--- src/rtl/sincos_arbiter.sv ---
// ---------------------------------------------------------------------------
// sincos_arbiter
//
// Shares one pipelined fixed-point sin/cos unit between NUM_REQ requesters.
// A round-robin arbiter picks at most one requester per cycle and forwards
// its angle/scale operands straight to the unit. The block keeps a tag pipe
// that runs in lockstep with the unit. The tag pipe records which requester
// each in-flight operation belongs to, so the result can be steered back
// exactly LATENCY enabled cycles later. The unit is clock-enabled only while
// there is work in flight, and it freezes when idle.
//
// Ports
//   clk          rising-edge clock
//   rst          synchronous active-high reset
//   req_valid    [NUM_REQ]      per-requester request valid
//   req_ready    [NUM_REQ]      one-hot grant (transfer = valid & ready)
//   req_angle    [NUM_REQ*65]   flattened angles, requester i at [65*i +: 65]
//   req_scale    [NUM_REQ*65]   flattened amplitude scales, same packing
//   hold                        blocks new grants; in-flight work continues
//   resp_valid   [NUM_REQ]      one-hot single-cycle result strobe
//   resp_sin     [65]           shared result bus (zero when no strobe)
//   resp_cos     [65]           shared result bus (zero when no strobe)
//   cu_in_valid                 clock enable to the sin/cos unit
//   cu_angle     [65]           operand to the unit (zero when no transfer)
//   cu_scale     [65]           operand to the unit (zero when no transfer)
//   cu_sin       [65]           unit result
//   cu_cos       [65]           unit result
//   cu_out_valid                unit valid; intentionally ignored
//
// Optional feature: define SINCOS_ARB_STATS_EN to add the saturating
// counters stat_grants [NUM_REQ*32] (transfers per requester) and
// stat_busy [32] (cycles with cu_in_valid=1).
// ---------------------------------------------------------------------------
module sincos_arbiter #(
  parameter int NUM_REQ = 4,
  parameter int LATENCY = 42
) (
  input  logic                 clk,
  input  logic                 rst,
  input  logic [NUM_REQ-1:0]   req_valid,
  output logic [NUM_REQ-1:0]   req_ready,
  input  logic [NUM_REQ*65-1:0] req_angle,
  input  logic [NUM_REQ*65-1:0] req_scale,
  input  logic                 hold,
  output logic [NUM_REQ-1:0]   resp_valid,
  output logic [64:0]          resp_sin,
  output logic [64:0]          resp_cos,
  output logic                 cu_in_valid,
  output logic [64:0]          cu_angle,
  output logic [64:0]          cu_scale,
  input  logic [64:0]          cu_sin,
  input  logic [64:0]          cu_cos,
  input  logic                 cu_out_valid
`ifdef SINCOS_ARB_STATS_EN
  ,
  output logic [NUM_REQ*32-1:0] stat_grants,
  output logic [31:0]           stat_busy
`endif
);

  localparam int ID_W = (NUM_REQ > 1) ? $clog2(NUM_REQ) : 1;

  typedef enum logic [1:0] {
    IDLE  = 2'd0,
    RUN   = 2'd1,
    DRAIN = 2'd2
  } state_t;

  state_t            state;
  state_t            state_next;
  logic [ID_W-1:0]   ptr;
  logic [ID_W-1:0]   ptr_after;
  logic [ID_W-1:0]   grant_id;
  logic [ID_W:0]     idx_sum;
  logic              found;
  logic              grant_allowed;
  logic              transfer;
  logic              tags_busy;
  logic              any_tag;
  logic              final_valid;
  logic [LATENCY-1:0] tag_valid;
  logic [ID_W-1:0]   tag_id [LATENCY];

  // The unit's own valid is redundant with the tag pipe, so it is not used.
  logic unused_cu_out_valid;
  assign unused_cu_out_valid = cu_out_valid;

  // Round-robin search starting at ptr. The candidate index wraps by one
  // subtraction because ptr + k is always below 2*NUM_REQ.
  always_comb begin
    found    = 1'b0;
    grant_id = '0;
    idx_sum  = '0;
    for (int k = 0; k < NUM_REQ; k++) begin
      idx_sum = {1'b0, ptr} + (ID_W+1)'(k);
      if (idx_sum >= (ID_W+1)'(NUM_REQ)) begin
        idx_sum = idx_sum - (ID_W+1)'(NUM_REQ);
      end
      if (!found && req_valid[idx_sum[ID_W-1:0]]) begin
        found    = 1'b1;
        grant_id = idx_sum[ID_W-1:0];
      end
    end
  end

  // Grants are allowed in IDLE and RUN. This lets the first transfer out of
  // IDLE happen without waiting a cycle. DRAIN never grants.
  assign grant_allowed = !rst && !hold && (state != DRAIN);
  assign transfer      = grant_allowed && found;
  assign ptr_after     = (grant_id == ID_W'(NUM_REQ-1)) ? '0 : grant_id + ID_W'(1);

  // Only the grant and the operand mux depend on the transfer. Operands
  // stay zero otherwise, so an idle unit sees quiet inputs.
  always_comb begin
    req_ready = '0;
    cu_angle  = '0;
    cu_scale  = '0;
    if (transfer) begin
      req_ready = NUM_REQ'(1) << grant_id;
      cu_angle  = req_angle[int'(grant_id)*65 +: 65];
      cu_scale  = req_scale[int'(grant_id)*65 +: 65];
    end
  end

  // The final stage marks a result that the frozen unit is already showing
  // on its outputs, so it needs no further enable. Only stages 0..LATENCY-2
  // (work still inside the unit) keep the unit running.
  assign tags_busy   = |tag_valid[LATENCY-2:0];
  assign any_tag     = |tag_valid;
  assign cu_in_valid = !rst && (transfer || tags_busy);
  assign final_valid = !rst && tag_valid[LATENCY-1];

  // Response steering: a valid final tag selects the requester and exposes
  // the unit's result for exactly that cycle.
  always_comb begin
    resp_valid = '0;
    resp_sin   = '0;
    resp_cos   = '0;
    if (final_valid) begin
      resp_valid = NUM_REQ'(1) << tag_id[LATENCY-1];
      resp_sin   = cu_sin;
      resp_cos   = cu_cos;
    end
  end

  // Tag valid pipe. It shifts in lockstep with the unit enable; bubbles
  // enter as invalid tags. When the unit is not enabled, every stage below
  // the last is already empty, and a valid last stage has just been
  // delivered, so the whole pipe clears.
  always_ff @(posedge clk) begin
    if (rst) begin
      tag_valid <= '0;
    end else if (cu_in_valid) begin
      tag_valid <= {tag_valid[LATENCY-2:0], transfer};
    end else begin
      tag_valid <= '0;
    end
  end

  // Tag ids carry no reset; they are only looked at under a valid tag.
  always_ff @(posedge clk) begin
    if (cu_in_valid) begin
      tag_id[0] <= grant_id;
      for (int i = 1; i < LATENCY; i++) begin
        tag_id[i] <= tag_id[i-1];
      end
    end
  end

  // The round-robin pointer moves just past the winner, and only on a real
  // transfer.
  always_ff @(posedge clk) begin
    if (rst) begin
      ptr <= '0;
    end else if (transfer) begin
      ptr <= ptr_after;
    end
  end

  // State register.
  always_ff @(posedge clk) begin
    if (rst) begin
      state <= IDLE;
    end else begin
      state <= state_next;
    end
  end

  // Next-state logic. RUN parks in DRAIN while hold blocks grants with work
  // still in flight. Any state with nothing in flight and nothing granted
  // falls back to IDLE.
  always_comb begin
    state_next = state;
    unique case (state)
      IDLE: begin
        if (transfer) state_next = RUN;
      end
      RUN: begin
        if (hold && any_tag)            state_next = DRAIN;
        else if (!any_tag && !transfer) state_next = IDLE;
      end
      DRAIN: begin
        if (!hold)         state_next = RUN;
        else if (!any_tag) state_next = IDLE;
      end
      default: state_next = IDLE;
    endcase
  end

`ifdef SINCOS_ARB_STATS_EN
  logic [31:0] grant_cnt [NUM_REQ];
  logic [31:0] busy_cnt;

  // Saturating activity counters, cleared by reset.
  always_ff @(posedge clk) begin
    if (rst) begin
      busy_cnt <= '0;
      for (int i = 0; i < NUM_REQ; i++) begin
        grant_cnt[i] <= '0;
      end
    end else begin
      if (cu_in_valid && (busy_cnt != 32'hFFFF_FFFF)) begin
        busy_cnt <= busy_cnt + 32'd1;
      end
      for (int i = 0; i < NUM_REQ; i++) begin
        if (req_valid[i] && req_ready[i] && (grant_cnt[i] != 32'hFFFF_FFFF)) begin
          grant_cnt[i] <= grant_cnt[i] + 32'd1;
        end
      end
    end
  end

  always_comb begin
    stat_grants = '0;
    for (int i = 0; i < NUM_REQ; i++) begin
      stat_grants[32*i +: 32] = grant_cnt[i];
    end
  end

  assign stat_busy = busy_cnt;
`endif

endmodule

--- config.mk ---
export PLATFORM = sky130hd
export DESIGN_NAME = sincos_arbiter
export DESIGN_NICKNAME = d
export VERILOG_FILES = /design/src/rtl/sincos_arbiter.sv
export SDC_FILE = /design/constraint.sdc
export NUM_CORES = 1
export LEC_CHECK = 0
export CAP_MARGIN = 20
export CORE_AREA = 2 2 358 360
export DETAILED_ROUTE_END_ITERATION = 7
export DIE_AREA = 0 0 360 362
export PLACE_DENSITY = 0.3
export REMOVE_ABC_BUFFERS = 1
export SLEW_MARGIN = 5
export SYNTH_ARGS = -nofsm -noshare
export SYNTH_HDL_FRONTEND = slang
export SYNTH_SLANG_ARGS = --single-unit
--- constraint.sdc ---
create_clock -name clk -period 9.48 [get_ports clk]
set_input_delay 1.896 -clock clk [delete_from_list [all_inputs] [get_ports clk]]
set_output_delay 1.896 -clock clk [all_outputs]
set_load 0.02 [all_outputs]
==> impl_metrics.env, run 1 <==
export IMPL_yosysUniqueCellTypes=36
export IMPL_fillerInstances=14222
export IMPL_area_delta_synth_final_pct=133.2
export IMPL_hp_class="flip-flop to flip-flop"
export IMPL_postCtsSetupBuffers=0
export IMPL_cts_tree="yes"
export IMPL_yosys_area_top_type="mux2i_1"
export IMPL_wl_per_cell_um=25.51
export IMPL_synth_commonest_cells="mux2i_1 (261), and2_1 (134), o22ai_1 (131)"
export IMPL_instances_no_fill=3405
export IMPL_worst_ep_arrival_time_ns=5.49
export IMPL_p_clk_share_pct=30.7
export IMPL_p_int_w=0.001435
export IMPL_grt_pass1_wl_um=109500
export IMPL_synth_most_common_cell="mux2i_1"
export IMPL_startpoint_type="input port"
export IMPL_first_pass_iters=5
export IMPL_worstSetupPathType="input port to primary output"
export IMPL_grt_max_degree=85
export IMPL_die_area_um2=130300
export IMPL_synth_edf_count=84
export IMPL_ys_warn_count=0
export IMPL_cts_htree_levels=4
export IMPL_seqPwrFrac_pct=31.2
export IMPL_finalSetupViolations=0
export IMPL_fin_crit_sh_pct=77.90
export IMPL_clock_sinks=130
export IMPL_vias_per_cell=3.142
export IMPL_drt_wl_total_um=86860
export IMPL_cp_required_ns=7.58
export IMPL_clk_pin_slew_ns=0.06
export IMPL_placed_cells=3355
export IMPL_end_kind="primary output"
export IMPL_gp_congestion=0.9211
export IMPL_fin_crit_ns=7.385
export IMPL_die_h_um=362
export IMPL_vias=10698
export IMPL_ys_seq_elements=130
export IMPL_clock_skew_ns=0.01294
export IMPL_p_switching_w=0.0006208
export IMPL_drive_gt1_share_pct=3.534
export IMPL_io_buffers=925
export IMPL_track_usage_pct=12.60
export IMPL_drv_cap=0
export IMPL_cts_resized=0
export IMPL_postSynth_asyncResetShare_pct=0
export IMPL_hold_viol=0
export IMPL_ys_top_cells_by_area="mux2i_1 (30%), edfxtp_1 (29%), dfxtp_1 (10%)"
export IMPL_ant_nets=0
export IMPL_worstMarginPinSlew_ns=0.9428
export IMPL_critPathMaxFanout=50
export IMPL_combPwrFrac_pct=38.0
export IMPL_coreArea_um2=126700
export IMPL_nNetsFinal=2375
export IMPL_synth_cells=828
export IMPL_clk_path_buf_depth=2
export IMPL_rows=131
export IMPL_slew_violations=0
export IMPL_syn_area_per_cell_um2=10.66
export IMPL_grt_pass1_vias=10906
export IMPL_postCtsHoldBufs=0
export IMPL_syn_cell_area_um2=8826
export IMPL_clk_insertion_delay_late_ns=0.43
export IMPL_fmax_mhz=135.4
export IMPL_drc_errors=0
export IMPL_status="finished, final reports clean"
export IMPL_synth_top_area_share_pct=29.60
export IMPL_drt_iter0_drc=597
export IMPL_hpwl_um=75660
export IMPL_die_x_um=360
export IMPL_ys_seq_area_share_pct=39.01
export IMPL_power_density_nw_per_um2=99.88
export IMPL_irDropWorstVdd_uv=77.54
export IMPL_slew_headroom_pct=35.35
export IMPL_dominantRegCellSynth="edfxtp_1"
export IMPL_antenna_found_initial=66
export IMPL_p_sw_share_pct=30.20
export IMPL_rsz0062_at_grt="no"
export IMPL_fin_util_pct=16.24
export IMPL_grt_overflow=0
export IMPL_cts_buffers=17
export IMPL_initial_core_util_pct=6.966
export IMPL_ioPinCount=927
export IMPL_p_leak_nw=6.865
export IMPL_root_buffer="clkbuf_16"
sequential cells by signal, summed over array words and instances, names as in the netlist:
register	count
tag_valid	42
ptr	2
tag_id	84
state	2
cell usage in the layout (no fill, tap or decap), types with 17 or more instances in the layout:
master,n
clkdlybuf4s50_1,925
mux2i_1,261
and2_1,134
edfxtp_1,84
o22ai_1,131
clkbuf_16,17
dfxtp_1,46
diode_2,17
nor2b_1,42
logic make-up (layout without fill, tap and decap cells):
group	Yosys count	after routing	synth area share [%]
xor+xnor	1	1	0.09925
compound gates	138	138	9.881
simple gates	213	213	15.32
buf+inv	81	979	5.515
mux	261	261	29.60
flops	130	130	39.01
other cells	0	17	0
fa+ha+maj	4	4	0.5671
layer usage:
metal | vias to the layer above | share of wire, % | GRT usage, %
met3 | 81 | 9.3 | 4.065
li1 | 4886 | - | -
met5 | - | 0.15 | 0.5179
met1 | 5057 | 42 | 15.92
met2 | 666 | 48 | 21.02
met4 | 8 | 1.5 | 2.134
through the flow:
step / hold WS [ns] / total power [W] / instance area [um^2] / setup TNS (ns) / worst slack (ns)
after floorplan: 0.4003 / 0.001047 / 8354 / -554.63 / -4.107
final: 0.4176 / 0.002055 / 20580 / 0 / 2.095
after global placement: 0.4024 / 0.001445 / 19940 / 0 / 1.867
after global routing: 0.4185 / 0.002157 / 20540 / 0 / 1.801
after CTS: 0.4181 / 0.002094 / 20510 / 0 / 1.874
after detailed placement: 0.4056 / 0.001445 / 19940 / 0 / 1.901
path summary, 6_finish.rpt:
kind	start	to	slack, ns	cells after the start
worst min-delay path	tag_id[2][12]$_DFFE_PP_	tag_id[2][14]$_DFFE_PP_	0.42	0
worst min register to register	tag_id[2][12]$_DFFE_PP_	tag_id[2][14]$_DFFE_PP_	0.42	0
worst max-delay path	req_valid[1]	cu_angle[32]	2.10	7
worst max register to register	ptr[0]$_SDFFE_PP0P_	ptr[0]$_SDFFE_PP0P_	6.92	7
power groups by stage:
stage          Clock [W]  Sequential (W)  Combinational, W
2_1_floorplan          0        0.000654          0.000393
5_1_grt         0.000682        0.000644          0.000830
6_report        0.000632        0.000642          0.000782
3_3_place_gp           0        0.000653          0.000792
4_1_cts         0.000655        0.000643          0.000796
3_5_place_dp           0        0.000654          0.000791
cell type report:
cell class / count / area [um^2] / area share, %
tap: 1662 / 2079 / 10.11
inverter: 4 / 15.01 / 0.07296
timing repair buffer: 943 / 9489 / 46.11
multi-input combinational: 617 / 4937 / 23.99
clock inverter: 15 / 146.4 / 0.7114
clock buffer: 17 / 425.4 / 2.067
sequential: 130 / 3443 / 16.73
antenna: 17 / 42.54 / 0.2067
worst max-delay path, stage by stage:
cell and delay, ns:
clkdlybuf4s50_1 0.57, nand2b_1 0.13, a21oi_1 0.07, a211oi_2 0.76, nand2_8 0.47, o22ai_1 0.75
clkdlybuf4s50_1 0.75
(Power assumes the default switching activity.)
==> run 2, diff against run 1 <==
==> constraint.sdc (replaced) <==
create_clock -name clk -period 7.5 [get_ports clk]
set_input_delay 1.5 -clock clk [delete_from_list [all_inputs] [get_ports clk]]
set_output_delay 1.5 -clock clk [all_outputs]
set_load 0.02 [all_outputs]
==> run 2 against run 1 <==
Compared with the run above: sequential share of layout area fell by 0.16 points; combinational power is 28% higher; worst hold slack lost 0.00068 ns; total power up 29%; sequential power up 26%; worst setup slack worse by 1.1 ns; design area up 0.94%.
==> impl_metrics.env, run 2 (synthesized netlist as in run 1, its figures left out) <==
export IMPL_hp_class="flip-flop to flip-flop"
export IMPL_fin_util_pct=16.39
export IMPL_hpwl_um=76670
export IMPL_cp_required_ns=6.00
export IMPL_clock_sinks=130
export IMPL_mostFrequentLayoutCells="clkdlybuf4s50_1 (921), mux2i_1 (261), and2_1 (134)"
export IMPL_met3_usage_pct=4.573
export IMPL_die_h_um=362
export IMPL_finalSetupViolations=0
export IMPL_grt_max_degree=85
export IMPL_worst_ep_arrival_time_ns=4.99
export IMPL_rows=131
export IMPL_slew_violations=0
export IMPL_drt_iter0_drc=565
export IMPL_met2_usage_pct=21.39
export IMPL_irDropWorstVdd_uv=150.8
export IMPL_setup_tns_ns=0
export IMPL_ioPinCount=927
export IMPL_fin_crit_ns=6.488
export IMPL_postCtsSetupBuffers=0
export IMPL_clock_skew_ns=0.007100
export IMPL_vias_per_cell=3.106
export IMPL_cts_htree_levels=4
export IMPL_cts_tree="yes"
export IMPL_initial_core_util_pct=6.966
export IMPL_antenna_found_initial=61
export IMPL_ant_nets=0
export IMPL_drc_errors=0
export IMPL_postCtsHoldBufs=0
export IMPL_die_x_um=360
export IMPL_power_density_nw_per_um2=127.2
export IMPL_drive_gt1_share_pct=4.483
export IMPL_clk_insertion_delay_late_ns=0.42
export IMPL_coreArea_um2=126700
export IMPL_rsz0062_at_grt="no"
export IMPL_reg_top3="tag_id (84), tag_valid (42)"
export IMPL_busiest_layer="met2"
export IMPL_root_buffer="clkbuf_16"
export IMPL_fmax_mhz=154.1
export IMPL_grt_pass1_vias=11019
export IMPL_end_kind="primary output"
export IMPL_gp_congestion=0.9246
export IMPL_status="finished, final reports clean"
export IMPL_worstSetupPathType="input port to primary output"
export IMPL_final_common_cell="clkdlybuf4s50_1"
export IMPL_first_pass_iters=4
export IMPL_track_usage_pct=12.63
export IMPL_placed_cells=3369
export IMPL_cts_resized=0
export IMPL_critPathMaxFanout=50
export IMPL_die_area_um2=130300
export IMPL_wl_per_cell_um=25.49
export IMPL_instances_no_fill=3416
export IMPL_drt_wl_total_um=87090
export IMPL_cts_buffers=17
export IMPL_startpoint_type="input port"
export IMPL_slew_headroom_pct=40.05
export IMPL_clk_pin_slew_ns=0.06
export IMPL_use_met1_pct=15.82
export IMPL_largest_reg_flops=84
export IMPL_drv_cap=0
export IMPL_vias=10610
export IMPL_grt_overflow=0
export IMPL_hold_viol=0
export IMPL_grt_pass1_wl_um=110200
export IMPL_clk_path_buf_depth=2
export IMPL_nNetsFinal=2389
export IMPL_p_leak_nw=6.990
export IMPL_io_buffers=925
export IMPL_fin_crit_sh_pct=86.51
export IMPL_worstMarginPinSlew_ns=0.8977
export IMPL_hold_slack_ns=0.4169
export IMPL_largest_register="tag_id"
export IMPL_area_delta_synth_final_pct=135.4
==> run 2: cell count changes in the layout (fill, tap and decap cells not counted), sizes merged <==
cell	delta
clkbuf	+9
diode	-3
clkinv	-3
inv	-4
clkinvlp	-2
buf	+18
clkdlybuf4s50	-4
==> run 2: area by class of cell <==
class / instances / area (um^2)
diodes: 14 / 35.03
clock buffers: 26 / 538.0
clock inverters: 6 / 65.06
fillers: 14163 / 105900
inverters: 4 / 15.01
multi-input cells: 617 / 4937
flip-flops and latches: 130 / 3443
well taps: 1662 / 2079
repair buffers: 957 / 9659
==> run 2: routing by layer <==
metal	share of wire, %	vias to the layer above
met5	0.11	-
met4	0.71	14
met3	8.3	70
met2	48	605
met1	43	5004
li1	-	4917
==> run 2: critical path, stage by stage <==
cell and delay, ns:
clkdlybuf4s50_1 0.58, nor4_2 0.10, nor4_4 0.73, nand2_8 0.38, buf_12 0.34, o22ai_1 0.41
clkdlybuf4s50_1 0.76
==> run 2: path summary, 6_finish.rpt <==
kind / to / cells after the start / slack (ns) / from
setup / recovery: cu_angle[54] / 7 / 1.01 / req_valid[3]
hold / removal: tag_id[0][2]$_DFFE_PP_ / 0 / 0.42 / tag_id[0][0]$_DFFE_PP_
setup reg to reg: tag_id[0][10]$_DFFE_PP_ / 7 / 4.82 / state[1]$_SDFFE_PP0P_
hold reg to reg: tag_id[0][2]$_DFFE_PP_ / 0 / 0.42 / tag_id[0][0]$_DFFE_PP_
==> run 2: where the power goes <==
group | total, W | leakage [nW] | switching [W] | internal, W
clock network | 0.000829 | 0.300 | 0.000301 | 0.000528
logic | 0.00100 | 5.53 | 0.000440 | 0.000561
registers | 0.000811 | 1.16 | 0.00000931 | 0.000802
total | 0.00264 | 6.99 | 0.000750 | 0.00189
==> run 2: metrics by stage <==
stage               area (um^2)  total power (W)  worst slack [ns]
floorplan                  8354         0.001323            -5.295
global placement          20110         0.001840            0.8802
detailed placement        20110         0.001840            0.8623
CTS                       20710         0.002692            0.8370
global route              20740         0.002772            0.8009
finish                    20770         0.002641             1.012
==> run 3, diff against run 2 <==
--- a/config.mk
+++ b/config.mk
@@ -10,6 +10,7 @@
 export DETAILED_ROUTE_END_ITERATION = 7
 export DIE_AREA = 0 0 360 362
 export PLACE_DENSITY = 0.3
+export RECOVER_POWER = 25
 export REMOVE_ABC_BUFFERS = 1
 export SLEW_MARGIN = 5
 export SYNTH_ARGS = -nofsm -noshare
==> run 3 against run 2 <==
Compared with the run above: the flow now finishes with violations (max-capacitance violations, max-slew violations); worst hold slack unchanged; worst setup slack worse by 0.21 ns; core utilization about the same; fmax shrank 3.1%; total power about the same; flip-flop and latch count is the same; wire length about the same; die area did not move; via count increased by 0.26%; design area barely moved; critical endpoint is now resp_cos[4]; largest power group unchanged.
==> impl_metrics.env, run 3 (synthesized netlist as in run 1, its figures left out) <==
export IMPL_power_total_w=0.002641
export IMPL_p_leak_nw=6.987
export IMPL_startpoint_type="input port"
export IMPL_status="complete, but fails checks"
export IMPL_ioPinCount=927
export IMPL_area_delta_synth_final_pct=135.3
export IMPL_r2r_setup_slack_ns=4.75
export IMPL_irDropWorstVdd_uv=150.8
export IMPL_clk_insertion_delay_late_ns=0.42
export IMPL_drc_errors=0
export IMPL_grt_pass1_vias=11019
export IMPL_coreArea_um2=126700
export IMPL_worstSetupPathType="input port to primary output"
export IMPL_cts_buffers=17
export IMPL_hp_class="flip-flop to flip-flop"
export IMPL_critPathMaxFanout=66
export IMPL_drv_cap=1
export IMPL_r2r_end="ptr[0]$_SDFFE_PP0P_"
export IMPL_hold_viol=0
export IMPL_reg_top3="tag_id (84), tag_valid (42)"
export IMPL_startpoint="rst"
export IMPL_mostFrequentLayoutCells="clkdlybuf4s50_1 (920), mux2i_1 (261), and2_1 (134)"
export IMPL_worstMarginPinSlew_ns=2.123
export IMPL_drt_wl_total_um=87120
export IMPL_track_usage_pct=12.63
export IMPL_die_h_um=362
export IMPL_rsz0062_at_grt="no"
export IMPL_slew_violations=49
export IMPL_io_buffers=925
export IMPL_grt_overflow=0
export IMPL_end_kind="primary output"
export IMPL_die_x_um=360
export IMPL_wl_per_cell_um=25.50
export IMPL_hpwl_um=76670
export IMPL_dp_slack_ns=0.8623
export IMPL_nNetsFinal=2389
export IMPL_rows=131
export IMPL_postCtsHoldBufs=0
export IMPL_fin_crit_sh_pct=89.32
export IMPL_drive_gt1_share_pct=4.425
export IMPL_cpLargestDelayFamily="buffers and inverters"
export IMPL_cts_resized=0
export IMPL_rr_worst_depth=7
export IMPL_r2r_start="ptr[0]$_SDFFE_PP0P_"
export IMPL_grt_pass1_wl_um=110200
export IMPL_hold_start="tag_id[0][0]$_DFFE_PP_"
export IMPL_clk_path_buf_depth=2
export IMPL_ant_nets=0
export IMPL_fillerInstances=14165
export IMPL_slew_headroom_pct=-41.52
export IMPL_fin_crit_ns=6.699
export IMPL_initial_core_util_pct=6.966
export IMPL_critPathCapture="resp_cos[4]"
export IMPL_crit_path_cell_trace="dlygate4sd3_1 > clkbuf_1 > nor2b_4 > buf_12 > and2_1 > clkdlybuf4s50_1"
export IMPL_regArea_um2=3443
export IMPL_vias=10638
export IMPL_cts_tree="yes"
export IMPL_worst_ep_arrival_time_ns=5.20
export IMPL_power_density_nw_per_um2=127.2
export IMPL_finalSetupViolations=0
export IMPL_final_cell_area_um2=20770
export IMPL_postCtsSetupBuffers=0
export IMPL_violations="max-capacitance violations, max-slew violations"
export IMPL_crit_cells=6
export IMPL_drt_iter0_drc=556
export IMPL_gp_congestion=0.9246
export IMPL_clock_skew_ns=0.007156
export IMPL_clk_pin_slew_ns=0.06
export IMPL_die_area_um2=130300
export IMPL_largest_register="tag_id"
export IMPL_final_common_cell="clkdlybuf4s50_1"
export IMPL_clock_sinks=130
export IMPL_finalWorstSetupSlack_ns=0.8013
export IMPL_multiInputGateArea_um2=4937
export IMPL_antenna_found_initial=61
export IMPL_cpPeakStageDelay_ns=1.53
export IMPL_cp_required_ns=6.00
export IMPL_root_buffer="clkbuf_16"
export IMPL_cp_slowest_cell="clkbuf_1"
export IMPL_cts_htree_levels=4
export IMPL_vias_per_cell=3.114
export IMPL_first_pass_iters=5
export IMPL_largest_reg_flops=84
export IMPL_place_area_um2=20110
export IMPL_path_buf_inv=4
export IMPL_grt_max_degree=85
export IMPL_fmax_mhz=149.3
run 3: how the worst min path moves through the flow:
stage	end	slack, ns	cells after the start
floorplan	tag_id[0][10]$_DFFE_PP_	0.40	0
global placement	tag_id[1][23]$_DFFE_PP_	0.41	0
detailed placement	tag_id[0][19]$_DFFE_PP_	0.40	0
CTS	tag_id[2][13]$_DFFE_PP_	0.42	0
global route	tag_id[0][27]$_DFFE_PP_	0.42	0
finish	tag_id[0][2]$_DFFE_PP_	0.42	0
run 3: area by class of cell:
| type | instances | area share [%] |
|---|---|---|
| timing repair buffer | 957 | 46.49 |
| multi-input combinational | 617 | 23.77 |
| sequential | 130 | 16.58 |
| tap | 1662 | 10.01 |
| clock buffer | 26 | 2.591 |
| clock inverter | 6 | 0.3133 |
| antenna | 14 | 0.1687 |
| inverter | 4 | 0.07229 |
run 3: worst reg2reg max path, stage by stage (launching register included):
cell,delay [ns]
dfxtp_1,0.37
nand2b_1,0.14
a21oi_1,0.08
a211oi_2,0.75
inv_2,0.20
nand2_8,0.36
buf_4,0.50
a21oi_1,0.13
run 3: layer usage:
| layer | track usage [%] | part of all wire, % | vias to the layer above |
|---|---|---|---|
| met1 | 15.82 | 43 | 5032 |
| met5 | 0 | 0.11 | - |
| li1 | - | - | 4913 |
| met4 | 1.079 | 0.72 | 14 |
| met2 | 21.39 | 48 | 607 |
| met3 | 4.573 | 8.4 | 72 |
run 3: through the flow:
stage	setup TNS, ns	instances	utilization, %	hold WS, ns
finish	0	3416	16.39	0.4169
global route	0	3402	16.36	0.4236
CTS	0	3401	16.35	0.4186
detailed placement	0	3369	15.87	0.4045
global placement	0	3369	15.87	0.4052
floorplan	-716.99	751	-	0.4003
run 3: power breakdown:
group / switching [W] / leakage (nW) / internal [W] / total [W]
clock: 0.000302 / 0.300 / 0.000528 / 0.000830
sequential: 0.00000932 / 1.16 / 0.000802 / 0.000811
combinational: 0.000439 / 5.52 / 0.000561 / 0.00100
total: 0.000750 / 6.99 / 0.00189 / 0.00264
